[config.mk]
export PLATFORM = sky130hd
export DESIGN_NAME = nibble_io_port
export DESIGN_NICKNAME = d
export VERILOG_FILES = /design/src/rtl/nibbler_io_pkg.sv /design/src/rtl/nibble_io_port_fifo.sv /design/src/rtl/nibble_io_port.sv
export SDC_FILE = /design/constraint.sdc
export NUM_CORES = 1
export LEC_CHECK = 0
export CAP_MARGIN = 20
export CORE_ASPECT_RATIO = 2
export CORE_MARGIN = 2
export CORE_UTILIZATION = 30
export DETAILED_ROUTE_END_ITERATION = 8
export PLACE_DENSITY_LB_ADDON = 0.05
export RECOVER_POWER = 25
export SLEW_MARGIN = 0
export SYNTH_ARGS = -nofsm -noshare
export SYNTH_HDL_FRONTEND = slang
export SYNTH_SLANG_ARGS = --single-unit
export TNS_END_PERCENT = 5
[constraint.sdc]
create_clock -name clk -period 3.8 [get_ports clk]
set_input_delay 0.76 -clock clk [delete_from_list [all_inputs] [get_ports clk]]
set_output_delay 0.76 -clock clk [all_outputs]
set_load 0.02 [all_outputs]
[src/rtl/nibbler_io_pkg.sv]
// -----------------------------------------------------------------------------
// nibbler_io_pkg
// Shared definitions for the nibble I/O responder: port address map, STATUS and
// CTRL bit positions, and the nibble type used on both the processor and the
// external side.
// -----------------------------------------------------------------------------
package nibbler_io_pkg;

    typedef logic [3:0] nibble_t;

    // Port address map seen by microcode.
    localparam logic [1:0] PORT_DATA   = 2'd0;
    localparam logic [1:0] PORT_STATUS = 2'd1;
    localparam logic [1:0] PORT_CTRL   = 2'd2;

    // STATUS register bit positions.
    localparam int ST_AVAIL  = 0;
    localparam int ST_FULL   = 1;
    localparam int ST_TXBUSY = 2;
    localparam int ST_ERR    = 3;

    // CTRL register bit positions.
    localparam int CTRL_FLUSH  = 0;
    localparam int CTRL_CLRERR = 3;

endpackage

[src/rtl/nibble_io_port_fifo.sv]
// -----------------------------------------------------------------------------
// nibble_fifo
// Synchronous push/pop FIFO of nibbles with occupancy count.
//   clk, reset : clock, asynchronous active-high reset
//   flush      : synchronous clear of count and pointers; wins over push/pop
//   push/wdata : write request and nibble; accepted when not full, or when a
//                pop frees a slot on the same edge
//   pop        : read request; ignored while empty
//   head       : nibble at the read pointer (undefined contents while empty)
//   count      : occupancy, 0..DEPTH
//   full/empty : occupancy flags
// -----------------------------------------------------------------------------
module nibble_fifo
    import nibbler_io_pkg::*;
#(
    parameter int DEPTH = 4
) (
    input  logic                       clk,
    input  logic                       reset,
    input  logic                       flush,
    input  logic                       push,
    input  logic                       pop,
    input  nibble_t                    wdata,
    output nibble_t                    head,
    output logic [$clog2(DEPTH):0]     count,
    output logic                       full,
    output logic                       empty
);

    localparam int PTR_W = $clog2(DEPTH);
    localparam logic [PTR_W:0] FULL_COUNT = DEPTH[PTR_W:0];

    nibble_t            mem [DEPTH];
    logic [PTR_W-1:0]   wr_ptr;
    logic [PTR_W-1:0]   rd_ptr;
    logic               do_push;
    logic               do_pop;

    assign full  = (count == FULL_COUNT);
    assign empty = (count == '0);
    assign head  = mem[rd_ptr];

    // A pop on the same edge frees the slot a full-FIFO push needs.
    assign do_pop  = pop && !empty;
    assign do_push = push && (!full || do_pop);

    // NOTE: the storage array has no reset; count and pointers define what is
    // valid, so resetting the data would only add reset fan-out.
    always_ff @(posedge clk) begin
        if (do_push && !flush) begin
            mem[wr_ptr] <= wdata;
        end
    end

    // Pointers wrap naturally because DEPTH is a power of two.
    always_ff @(posedge clk or posedge reset) begin
        if (reset) begin
            wr_ptr <= '0;
            rd_ptr <= '0;
            count  <= '0;
        end else if (flush) begin
            wr_ptr <= '0;
            rd_ptr <= '0;
            count  <= '0;
        end else begin
            if (do_push) wr_ptr <= wr_ptr + 1'b1;
            if (do_pop)  rd_ptr <= rd_ptr + 1'b1;
            case ({do_push, do_pop})
                2'b10:   count <= count + 1'b1;
                2'b01:   count <= count - 1'b1;
                default: count <= count;
            endcase
        end
    end

endmodule

[src/rtl/nibble_io_port.sv]
// -----------------------------------------------------------------------------
// nibble_io_port
// Memory-mapped 4-bit I/O responder on the processor databus.
//   clk, reset          : clock, asynchronous active-high reset
//   cs_n, we_n          : active-low chip select / write enable (RAM style)
//   port_addr, wdata    : register select (DATA/STATUS/CTRL/rsvd), write nibble
//   rdata, rdata_oe     : combinational read nibble and tristate enable
//   in_strobe, in_data  : external receive nibble source, no backpressure
//   out_valid, out_data : single-entry transmit holding register
//   out_ready           : sink accepts at an edge where out_valid=1
// -----------------------------------------------------------------------------
module nibble_io_port
    import nibbler_io_pkg::*;
#(
    parameter int RX_DEPTH = 4,
    parameter int RX_PTR_W = 2
) (
    input  logic       clk,
    input  logic       reset,
    input  logic       cs_n,
    input  logic       we_n,
    input  logic [1:0] port_addr,
    input  logic [3:0] wdata,
    output logic [3:0] rdata,
    output logic       rdata_oe,
    input  logic       in_strobe,
    input  logic [3:0] in_data,
    output logic       out_valid,
    output logic [3:0] out_data,
    input  logic       out_ready
);

    nibble_t           rx_head;
    logic [RX_PTR_W:0] rx_count;
    logic              rx_full;
    logic              rx_empty;
    logic              rx_pop;
    logic              rx_flush;
    logic              rx_overflow;

    logic              wr_en;
    logic              tx_write;
    logic              tx_accept;
    logic              tx_drop;
    logic              err;
    logic              err_set;
    logic              err_clr;

    // Bus decode.
    assign rdata_oe  = !cs_n && we_n;
    assign wr_en     = !cs_n && !we_n;
    assign rx_pop    = rdata_oe && (port_addr == PORT_DATA) && !rx_empty;
    assign rx_flush  = wr_en && (port_addr == PORT_CTRL) && wdata[CTRL_FLUSH];
    assign err_clr   = wr_en && (port_addr == PORT_CTRL) && wdata[CTRL_CLRERR];
    assign tx_write  = wr_en && (port_addr == PORT_DATA);

    // A write into a pending slot succeeds only if the sink drains it this edge.
    assign tx_accept = tx_write && (!out_valid || out_ready);
    assign tx_drop   = tx_write && out_valid && !out_ready;

    // Full FIFO loses the nibble unless a read makes room on the same edge.
    assign rx_overflow = in_strobe && rx_full && !rx_pop;
    assign err_set     = rx_overflow || tx_drop;

    nibble_fifo #(
        .DEPTH (RX_DEPTH)
    ) u_rx_fifo (
        .clk   (clk),
        .reset (reset),
        .flush (rx_flush),
        .push  (in_strobe),
        .pop   (rx_pop),
        .wdata (in_data),
        .head  (rx_head),
        .count (rx_count),
        .full  (rx_full),
        .empty (rx_empty)
    );

    // NOTE: rdata gets its default before the decode so no path leaves it
    // unassigned, which would infer a latch.
    always_comb begin
        rdata = '0;
        if (rdata_oe) begin
            case (port_addr)
                PORT_DATA: begin
                    rdata = rx_empty ? '0 : rx_head;
                end
                PORT_STATUS: begin
                    rdata[ST_AVAIL]  = (rx_count != '0);
                    rdata[ST_FULL]   = rx_full;
                    rdata[ST_TXBUSY] = out_valid;
                    rdata[ST_ERR]    = err;
                end
                default: rdata = '0;
            endcase
        end
    end

    // NOTE: sequential state uses non-blocking assignments so every register
    // samples pre-edge values regardless of statement order.
    always_ff @(posedge clk or posedge reset) begin
        if (reset) begin
            out_valid <= 1'b0;
            out_data  <= '0;
            err       <= 1'b0;
        end else begin
            if (tx_accept) begin
                out_data  <= wdata;
                out_valid <= 1'b1;
            end else if (out_valid && out_ready) begin
                out_valid <= 1'b0;
            end
            // A new error on the clearing edge must not be lost.
            if (err_set) begin
                err <= 1'b1;
            end else if (err_clr) begin
                err <= 1'b0;
            end
        end
    end

endmodule
# Yosys cells after proc, flatten, opt, wreduce, memory -nomap -nowiden
# Memories as Yosys holds them, arrays and structs flattened.
# Cells that the tools add are included.
[op_classes]
add_sub_neg = 4
n_eq_ne = 5
n_mux = 15
n_reduce_logical = 36
[op_table]
columns = ["cell", "n"]
rows = [
  ["1-bit logical AND", 17],
  ["1-bit logical NOT", 8],
  ["2-bit two-way mux", 4],
  ["4-bit two-way mux", 2],
  ["4-bit one-hot mux with 2 select lines", 1],
  ["2-bit nonzero test", 4],
  ["1-bit two-way mux", 6],
  ["3-bit one-hot mux with 2 select lines", 1],
  ["3-bit nonzero test", 2],
  ["2-bit by 1-bit adder with 2-bit output, second input constant", 2],
  ["2-bit by 1-bit == test with 1-bit output, second input constant", 2],
  ["2-bit == test, second input constant", 2],
  ["3-bit by 1-bit adder with 3-bit output, second input constant", 1],
  ["3-bit == test, second input constant", 1],
  ["3-bit logical NOT", 1],
  ["1-bit logical OR", 3],
  ["3-bit two-way mux", 1],
  ["3-bit by 1-bit subtractor with 3-bit output, second input constant", 1],
  ["2-bit logical NOT", 1],
]
[totals]
register_bits = 13
ram_bits = 16
input_bits = 16
output_inout_bits = 10
word_cells = 67
n_memories = 1
[mem_list]
columns = ["name", "depth", "word_bits", "rd", "rd_ports_with_merged_regs", "wr", "line", "rtl"]
rows = [
  ["u_rx_fifo.mem", 4, 4, 1, 0, 1, "nibble_io_port_fifo.sv:33", "nibble_t mem [DEPTH];"],
]

# Depth between registers and ports, before layout
# Gate-level depths: netlist (run 1).
[logic_depth]
ltp_word = 10
mapped_depth = 9
ltp_nobuf = 8

# Modules after synthesis
# A second synthesis (run 1) with hierarchy kept.
[unflattened]
hier_cells = 118
area_unflattened_um2 = 1511.4
[modules_own_cells]
columns = ["mod", "n_inst", "cells_each", "area_per_inst_um2", "seq_area_each_um2"]
rows = [
  ["nibble_fifo", 1, 86, 1162.4, 655.6],
  ["nibble_io_port", 1, 32, 349.1, 150.1],
]

# Worst setup path after synthesis (run 1)
# OpenSTA, ideal clock, no wires.
[synth_path]
kind = "input -> register"
from = "input port port_addr[0]"
to = "register u_rx_fifo.count[1]"
setup_time_ns = 0.128
arrival_time_ns = 2.714
required_ns = 3.672
setup_slack_ns = 0.957
path_stages = 9
path_buffers = 1
path_cell_list = "buf_6 -> or4b_2 -> a21oi_2 -> nor2b_1 -> fa_1 -> inv_1 -> nand2_1 -> a221oi_1 -> nor3_1"
[synth_via]
elab_chain_len = 9
word_cells_on_any_way = 14
cone_classes = "eq/ne (3); mux (2); reduce/logical (9)"
[synth_lines]
columns = ["item", "line", "rtl"]
rows = [
  ["start: declaration", "nibble_io_port.sv:22", "input logic [1:0] port_addr,"],
  ["2-bit logical NOT", "nibble_io_port.sv:52", "assign rx_pop = rdata_oe && (port_addr == PORT_DATA) && !rx_empty;"],
  ["1-bit logical AND (2 in series)", "nibble_io_port.sv:52", ""],
  ["1-bit logical AND", "nibble_io_port_fifo.sv:44", "assign do_pop = pop && !empty;"],
  ["1-bit logical OR", "nibble_io_port_fifo.sv:45", "assign do_push = push && (!full || do_pop);"],
  ["1-bit logical AND", "nibble_io_port_fifo.sv:45", ""],
  ["2-bit by 1-bit == test with 1-bit output / 2-bit == test (equally long branches)", "nibble_io_port_fifo.sv:68", "case ({do_push, do_pop})"],
  ["3-bit one-hot mux with 2 select lines", "nibble_io_port_fifo.sv:68", ""],
  ["3-bit two-way mux", "nibble_io_port_fifo.sv:61", "end else if (flush) begin"],
  ["end signal: assignment", "nibble_io_port_fifo.sv:69", "2'b10: count <= count + 1'b1;"],
  ["end signal: assignment", "nibble_io_port_fifo.sv:70", "2'b01: count <= count - 1'b1;"],
  ["end signal: assignment", "nibble_io_port_fifo.sv:71", "default: count <= count;"],
  ["end: declaration", "nibble_io_port_fifo.sv:25", "output logic [$clog2(DEPTH):0] count,"],
]
# Parallel ways exist; a longest one is shown, timed or not.
# A chain may end at the register's enable or synchronous reset.

# Worst setup path after layout (run 1)
[layout_path]
from = "input port cs_n"
to = "output port rdata[1]"
[layout_via]
elab_chain_len = 3
[layout_lines]
columns = ["item", "line", "rtl"]
rows = [
  ["start: declaration", "nibble_io_port.sv:20", "input logic cs_n,"],
  ["1-bit logical NOT", "nibble_io_port.sv:50", "assign rdata_oe = !cs_n && we_n;"],
  ["1-bit logical AND", "nibble_io_port.sv:50", ""],
  ["4-bit two-way mux", "nibble_io_port.sv:84", "if (rdata_oe) begin"],
  ["end: declaration", "nibble_io_port.sv:24", "output logic [3:0] rdata,"],
]
# Every way passes these cells.

==> results by group, run 1 <==
STA
  • RSZ-0062 raised after global routing: no
  • Final slew viol count: 0
  • Period utilisation layout: 0.916
  • Clock skew: ~0.0074 ns
  • Fmax: ~290 MHz
  • Total Neg Setup Slack: 0 ns
  • Relative slew slack: 0.626
  • Final Hold Fails: 0
  • Hold_ws: 0.512 ns
  • Pin slew with the least headroom to its limit: roughly 0.56 ns
  • Final-report setup violation count: 0
  • Final Critical Period: approximately 3.5 ns

Worst setup path
  • Reg2Reg Launch Point: u_rx_fifo.count[1]$_DFFE_PP0P_
  • Worst path bufs/invs: 2
  • Critical path's largest stage delay: 0.65 ns
  • Max Fanout on Critical Path: 6
  • Worst EP required: 3.04 ns
  • WP data arrival: 2.72 ns
  • Crit-path cells: clkdlybuf4s50_1 > and2b_1 > nand2b_1 > nand2b_1 > a211oi_1 > clkdlybuf4s50_1
  • Nature of the critical path endpoint: output pin
  • CP startpoint: cs_n
  • Setup CP Type: input port to output pin
  • CP max stage cell: clkdlybuf4s50_1
  • Critical Path Start Type: input port
  • Worst reg-to-reg setup slack: 1.42 ns
  • Delay-heaviest family, CP: buffers and inverters

Floorplanning
  • Die Y: approximately 100 um
  • Die width: about 54 um
  • Io pins: 26
  • DIE AREA: around 5600 um^2
  • Initial Util: 0.309
  • Core ar.: a little under 5000 um^2
  • Row count: 36

Synthesis
  • Synthesized instance count: between 100 and 150
  • Yosys top cell by area: edfxtp_1
  • Synthesized cell area: around 1500 um^2
  • Total nets after synthesis: about 140
  • Register area share after synthesis: 0.536
  • Dominant cells by area after synthesis: edfxtp_1 (32%), dfrtp_1 (22%), mux4_2 (6.0%)
  • Post-synth EDFFs: 16
  • Distinct cells, synth: 39
  • Yosys reg bits: 29
  • Top FF cell, synth: edfxtp_1
  • Yosys warns: 0
  • Asr flop ratio synth: 0.448
  • Synth Area per Inst: 12.3 um^2
  • Share of the synthesized area in the top cell type: 0.320

Drt
  • DRT iter0 DRCs: 30
  • Via count: 1057
  • Total wire length: about 3500 um
  • DRC Markers: 0
  • Routed length per placed instance: around 16 um
  • Vias per cell: approximately 5
  • Drt pass-1 iters: 4
  • Post-route ant nets: 0

Cells and area
  • Multi-input gate area: roughly 650 um^2
  • Layout area overhead: 29.0%
  • Most frequent cells in the layout: clkdlybuf4s50_1 (20), edfxtp_1 (16), nor2_1 (13), dfrtp_1 (13)
  • Register area: 806 um^2
  • Final net count: 174
  • Util after Layout: 0.398
  • Share of layout cells above drive strength 1: 0.162
  • # fillers: 492
  • Most common cell after layout, fill and taps aside: clkdlybuf4s50_1
  • Diode count: 0

Placement
  • Final GP Congestion: roughly 0.80
  • Post-DP HPWL: 2700 um
  • Buffers added on ports: 25

Power and ir drop
  • Pwr/cell area: around 630 nW/um^2
  • IR drop worst, VDD: roughly 0.00040 V
  • Combinational power share: 0.319
  • Cell internal pwr: 810 uW
  • Pwr Total: 1220 uW
  • Clk pwr share: 0.264
  • Switch share: 0.337
  • Switching power: around 410 uW
  • Part of the power in registers: 0.417
  • Leak: between 0.0007 and 0.0008 uW

Run
  • Max-Cap Viols: 0

CTS
  • Num Clock Sinks: 29
  • H-tree depth: 2
  • Post-CTS sizing: 0
  • Hold Buf Count CTS: 0
  • Postcts setup bufs: 0
  • Clock Latency Late Sink: roughly 0.28 ns
  • Clock Pin Slew Worst Setup and Hold Paths: 0.07 ns
  • Clock Tree Buf Depth: 2
  • Num CTS Buffers: 5
  • CTS tree: yes
  • Root Driver: clkbuf_8

Global routing
  • Initial antenna violation count: 0
  • First-pass GRT wire length: about 5500 um
  • Gr usage total: 0.137
  • Vias in the first global route: between 1000 and 1500
  • Grt ovf: 0
  • Largest net degree at the start of global routing: 14

Status
  • Status: finished, final reports clean

Worst hold path
  • HP Class: flop to flop
  • Hold Crit Start: out_data[3]$_DFFE_PP0P_
## sequential cells by signal, indices dropped and copies added, names as in the netlist
signal and cells:
u_rx_fifo.mem 16, out_data 4, u_rx_fifo.count 3, u_rx_fifo.rd_ptr 2
u_rx_fifo.wr_ptr 2, err 1, out_valid 1
## final timing paths
path | cells after the start | to
max | 6 | rdata[1]
min | 1 | out_data[3]$_DFFE_PP0P_
max reg2reg | 7 | u_rx_fifo.count[1]$_DFFE_PP0P_
min reg2reg | 1 | out_data[3]$_DFFE_PP0P_
max in group asynchronous | 2 | u_rx_fifo.count[2]$_DFFE_PP0P_
min in group asynchronous | 2 | out_valid$_DFFE_PP0P_
## per-layer routing
metal  vias up  global-route usage  share of wire
li1        505                   -              -
met1       522               0.134           0.35
met2        26               0.249           0.59
met3         4              0.0273          0.041
met4         0              0.0679          0.019
met5         -                   0              0
## metrics by stage
stage          instance area, um^2  setup WS, ns  cells
4_1_cts                       1940         0.307    211
3_5_place_dp                  1820         0.226    203
6_report                      1940         0.320    211
5_1_grt                       1940         0.252    211
2_1_floorplan                 1500         0.957    122
3_3_place_gp                  1820         0.230    203
## power by group through the flow
stage	clock [uW]	combinational (uW)	sequential [uW]
2_1_floorplan	0	293	483
3_3_place_gp	0	387	517
3_5_place_dp	0	399	517
4_1_cts	333	400	512
5_1_grt	343	437	524
6_report	322	390	510
## cell type report
| cell class | count | share of cell area |
|---|---|---|
| Multi-Input combinational cell | 83 | 0.334 |
| Sequential cell | 29 | 0.416 |
| Clock buffer | 5 | 0.0355 |
| Timing Repair Buffer | 29 | 0.145 |
| Clock inverter | 3 | 0.0239 |
| Tap cell | 57 | 0.0368 |
| Inverter | 5 | 0.00968 |
## cells by family (layout without fill, tap and decap cells)
logic type | count (synthesis) | count (layout) | synth area share
buffers and inverters | 10 | 42 | 0.0333
AND/OR/NAND/NOR | 49 | 49 | 0.181
flip-flops | 29 | 29 | 0.536
AO/OA/AOI/OAI | 14 | 14 | 0.0708
XOR/XNOR | 5 | 5 | 0.0291
multiplexers | 10 | 10 | 0.103
adder cells (fa/ha/maj) | 5 | 5 | 0.0466
## synth_stat cells (3+ instances only)
master and count:
nor2_1 13, nand3_1 7, mux4_2 4, nand2_1 7, inv_1 5, mux2_2 4, dfrtp_1 13, xnor2_1 3
edfxtp_1 16, and2_1 5, ha_1 4, nand2b_1 4
## worst reg2reg max path, stage by stage, from the launching register on
cell and delay [ns]:
dfrtp_1 0.47, nor2_1 0.40, a21oi_2 0.15, nor2b_1 0.16, fa_1 0.51, inv_1 0.06, o311a_1 0.34, nor3_1 0.21
(Power assumes the default switching activity.)
==> inputs of run 2 (changes only) <==
--- a/config.mk
+++ b/config.mk
@@ -9,8 +9,9 @@
 export CORE_ASPECT_RATIO = 2
 export CORE_MARGIN = 2
 export CORE_UTILIZATION = 30
+export CTS_BUF_LIST = sky130_fd_sc_hd__clkbuf_8
 export DETAILED_ROUTE_END_ITERATION = 8
-export PLACE_DENSITY_LB_ADDON = 0.05
+export PLACE_DENSITY = 0.51
 export RECOVER_POWER = 25
 export SLEW_MARGIN = 0
 export SYNTH_ARGS = -nofsm -noshare
==> run 2 against run 1 <==
Critical path depth stayed put. Utilization is 0.54 points lower. Sequential share of layout area is 0.57 points higher. Design area is 1.4% lower. Maximum frequency is 0.56% higher. Final cell count is 0.47% higher. Non-clock buffer count is 1 higher.
==> results by group, run 2 (synthesis gave the netlist of run 1 again) <==
Global routing
  • Vias in the first global route: ~1100
  • Initial antenna violation count: 0
  • Gr usage total: 0.144
  • Met2 Use GR: 0.281
  • Layer with the highest usage: met2
  • First-pass GRT wire length: 5590 um
  • Met3 usage: 0.0330
  • Grt ovf: 0
  • Largest net degree at the start of global routing: 14
  • Met1 Use GR: 0.114

STA
  • RSZ-0062 raised after global routing: no
  • Pin slew with the least headroom to its limit: a little over 0.7 ns
  • Final-report setup violation count: 0
  • Final Hold Fails: 0
  • Total Neg Setup Slack: 0 ns
  • Clock skew: 0.00641 ns
  • Relative slew slack: 0.526
  • Period utilisation layout: 0.911
  • Fmax: ~290 MHz
  • Final slew viol count: 0
  • Final Critical Period: 3.46 ns

Drt
  • Total wire length: between 3000 and 4000 um
  • Drt pass-1 iters: 4
  • DRT iter0 DRCs: 9
  • Vias per cell: just over 5
  • Routed length per placed instance: about 16 um
  • DRC Markers: 0
  • Via count: 1074
  • Post-route ant nets: 0

Floorplanning
  • DIE AREA: 5630 um^2
  • Row count: 36
  • Initial Util: 0.309
  • Core ar.: ~4900 um^2
  • Die Y: between 100 and 150 um
  • Io pins: 26
  • Die width: 54.0 um

Worst setup path
  • Nature of the critical path endpoint: output pin
  • Worst path bufs/invs: 2
  • WP data arrival: between 2 and 3 ns
  • Critical Path Start Type: input port
  • Reg2Reg Launch Point: u_rx_fifo.count[0]$_DFFE_PP0P_
  • CP max stage cell: clkdlybuf4s50_1
  • Max Fanout on Critical Path: 6
  • Crit-path cells: clkdlybuf4s50_1 > and2b_1 > nand2b_1 > nand2b_1 > a211oi_1 > clkdlybuf4s50_1
  • Critical path's largest stage delay: roughly 0.64 ns
  • Delay-heaviest family, CP: buffers and inverters
  • Worst EP required: 3.04 ns
  • Setup CP Type: input port to output pin
  • CP startpoint: cs_n

CTS
  • H-tree depth: 2
  • Post-CTS sizing: 0
  • Num Clock Sinks: 29
  • Clock Latency Late Sink: ~0.28 ns
  • Clock Tree Buf Depth: 2
  • Root Driver: clkbuf_8
  • Clock Pin Slew Worst Setup and Hold Paths: 0.06 ns
  • CTS tree: yes
  • Num CTS Buffers: 5
  • Postcts setup bufs: 0
  • Hold Buf Count CTS: 0

Power and ir drop
  • IR drop worst, VDD: approximately 0.00024 V
  • Pwr/cell area: between 500 and 600 nW/um^2
  • Leak: 0.000723 uW
  • Pwr Total: between 1000 and 1500 uW

Cells and area
  • Diode count: 0
  • Share of layout cells above drive strength 1: 0.155
  • Most common cell after layout, fill and taps aside: clkdlybuf4s50_1
  • Util after Layout: 0.393
  • # fillers: around 480
  • Max reg flops: 16
  • Layout area overhead: 27.2%
  • Final net count: between 150 and 200
  • Most frequent cells in the layout: clkdlybuf4s50_1 (20), edfxtp_1 (16), nor2_1 (13), dfrtp_1 (13)
  • Register area: about 810 um^2
  • Biggest register: u_rx_fifo.mem
  • Multi-input gate area: 647 um^2
  • Leading registers by flop count: u_rx_fifo.mem (16), out_data (4), u_rx_fifo.count (3)

Worst hold path
  • Hold Crit Start: out_data[0]$_DFFE_PP0P_
  • HP Class: flop to flop

Placement
  • Post-DP HPWL: 2820 um
  • Final GP Congestion: 0.790
  • Buffers added on ports: 25

Run
  • Max-Cap Viols: 0

Status
  • Status: finished, final reports clean
-- run 2: cell count changes in the layout (fill, tap and decap cells not counted) --
| cell | previous run | this run |
|---|---|---|
| buf_4 | 4 | 5 |
| bufinv_16 | 1 | 0 |
| clkinv_1 | 0 | 2 |
| clkinv_2 | 0 | 1 |
| clkinv_4 | 1 | 0 |
| clkinvlp_4 | 1 | 0 |
-- run 2: worst paths after layout --
kind,endpoint,slack [ns],cells after the start
setup / recovery,rdata[1],0.34,6
hold / removal,out_data[0]$_DFFE_PP0P_,0.50,1
setup reg to reg,u_rx_fifo.count[1]$_DFFE_PP0P_,1.44,7
hold reg to reg,out_data[0]$_DFFE_PP0P_,0.50,1
max in group asynchronous,u_rx_fifo.rd_ptr[0]$_DFFE_PP0P_,2.51,2
min in group asynchronous,out_data[2]$_DFFE_PP0P_,0.94,2
-- run 2: power breakdown --
part	leakage [uW]	switching (uW)	internal, uW
combinational	0.000376	194	192
clock	0.0000430	115	123
sequential	0.000304	90.0	422
total	0.000723	399	737
-- run 2: layout make-up --
type | instances | share of cell area
Clock buffer | 5 | 0.0360
Multi-Input combinational cell | 83 | 0.338
Tap cell | 57 | 0.0373
Timing Repair Buffer | 30 | 0.151
Sequential cell | 29 | 0.421
Clock inverter | 3 | 0.00654
Inverter | 5 | 0.00982
-- run 2: per-layer routing --
metal / up-vias / wire, um
met1: 522 / 1010
met3: 8 / 166
met4: 0 / 116
li1: 504 / -
met2: 40 / 2190
met5: - / 0
-- run 2: metrics by stage --
stage | area (um^2) | hold WS (ns) | worst slack [ns] | cells
finish | 1910 | 0.502 | 0.339 | 212
global route | 1910 | 0.533 | 0.247 | 212
CTS | 1910 | 0.505 | 0.312 | 212
detailed placement | 1830 | 0.484 | 0.312 | 204
global placement | 1830 | 0.487 | 0.343 | 204
floorplan | 1500 | 0.461 | 0.957 | 122
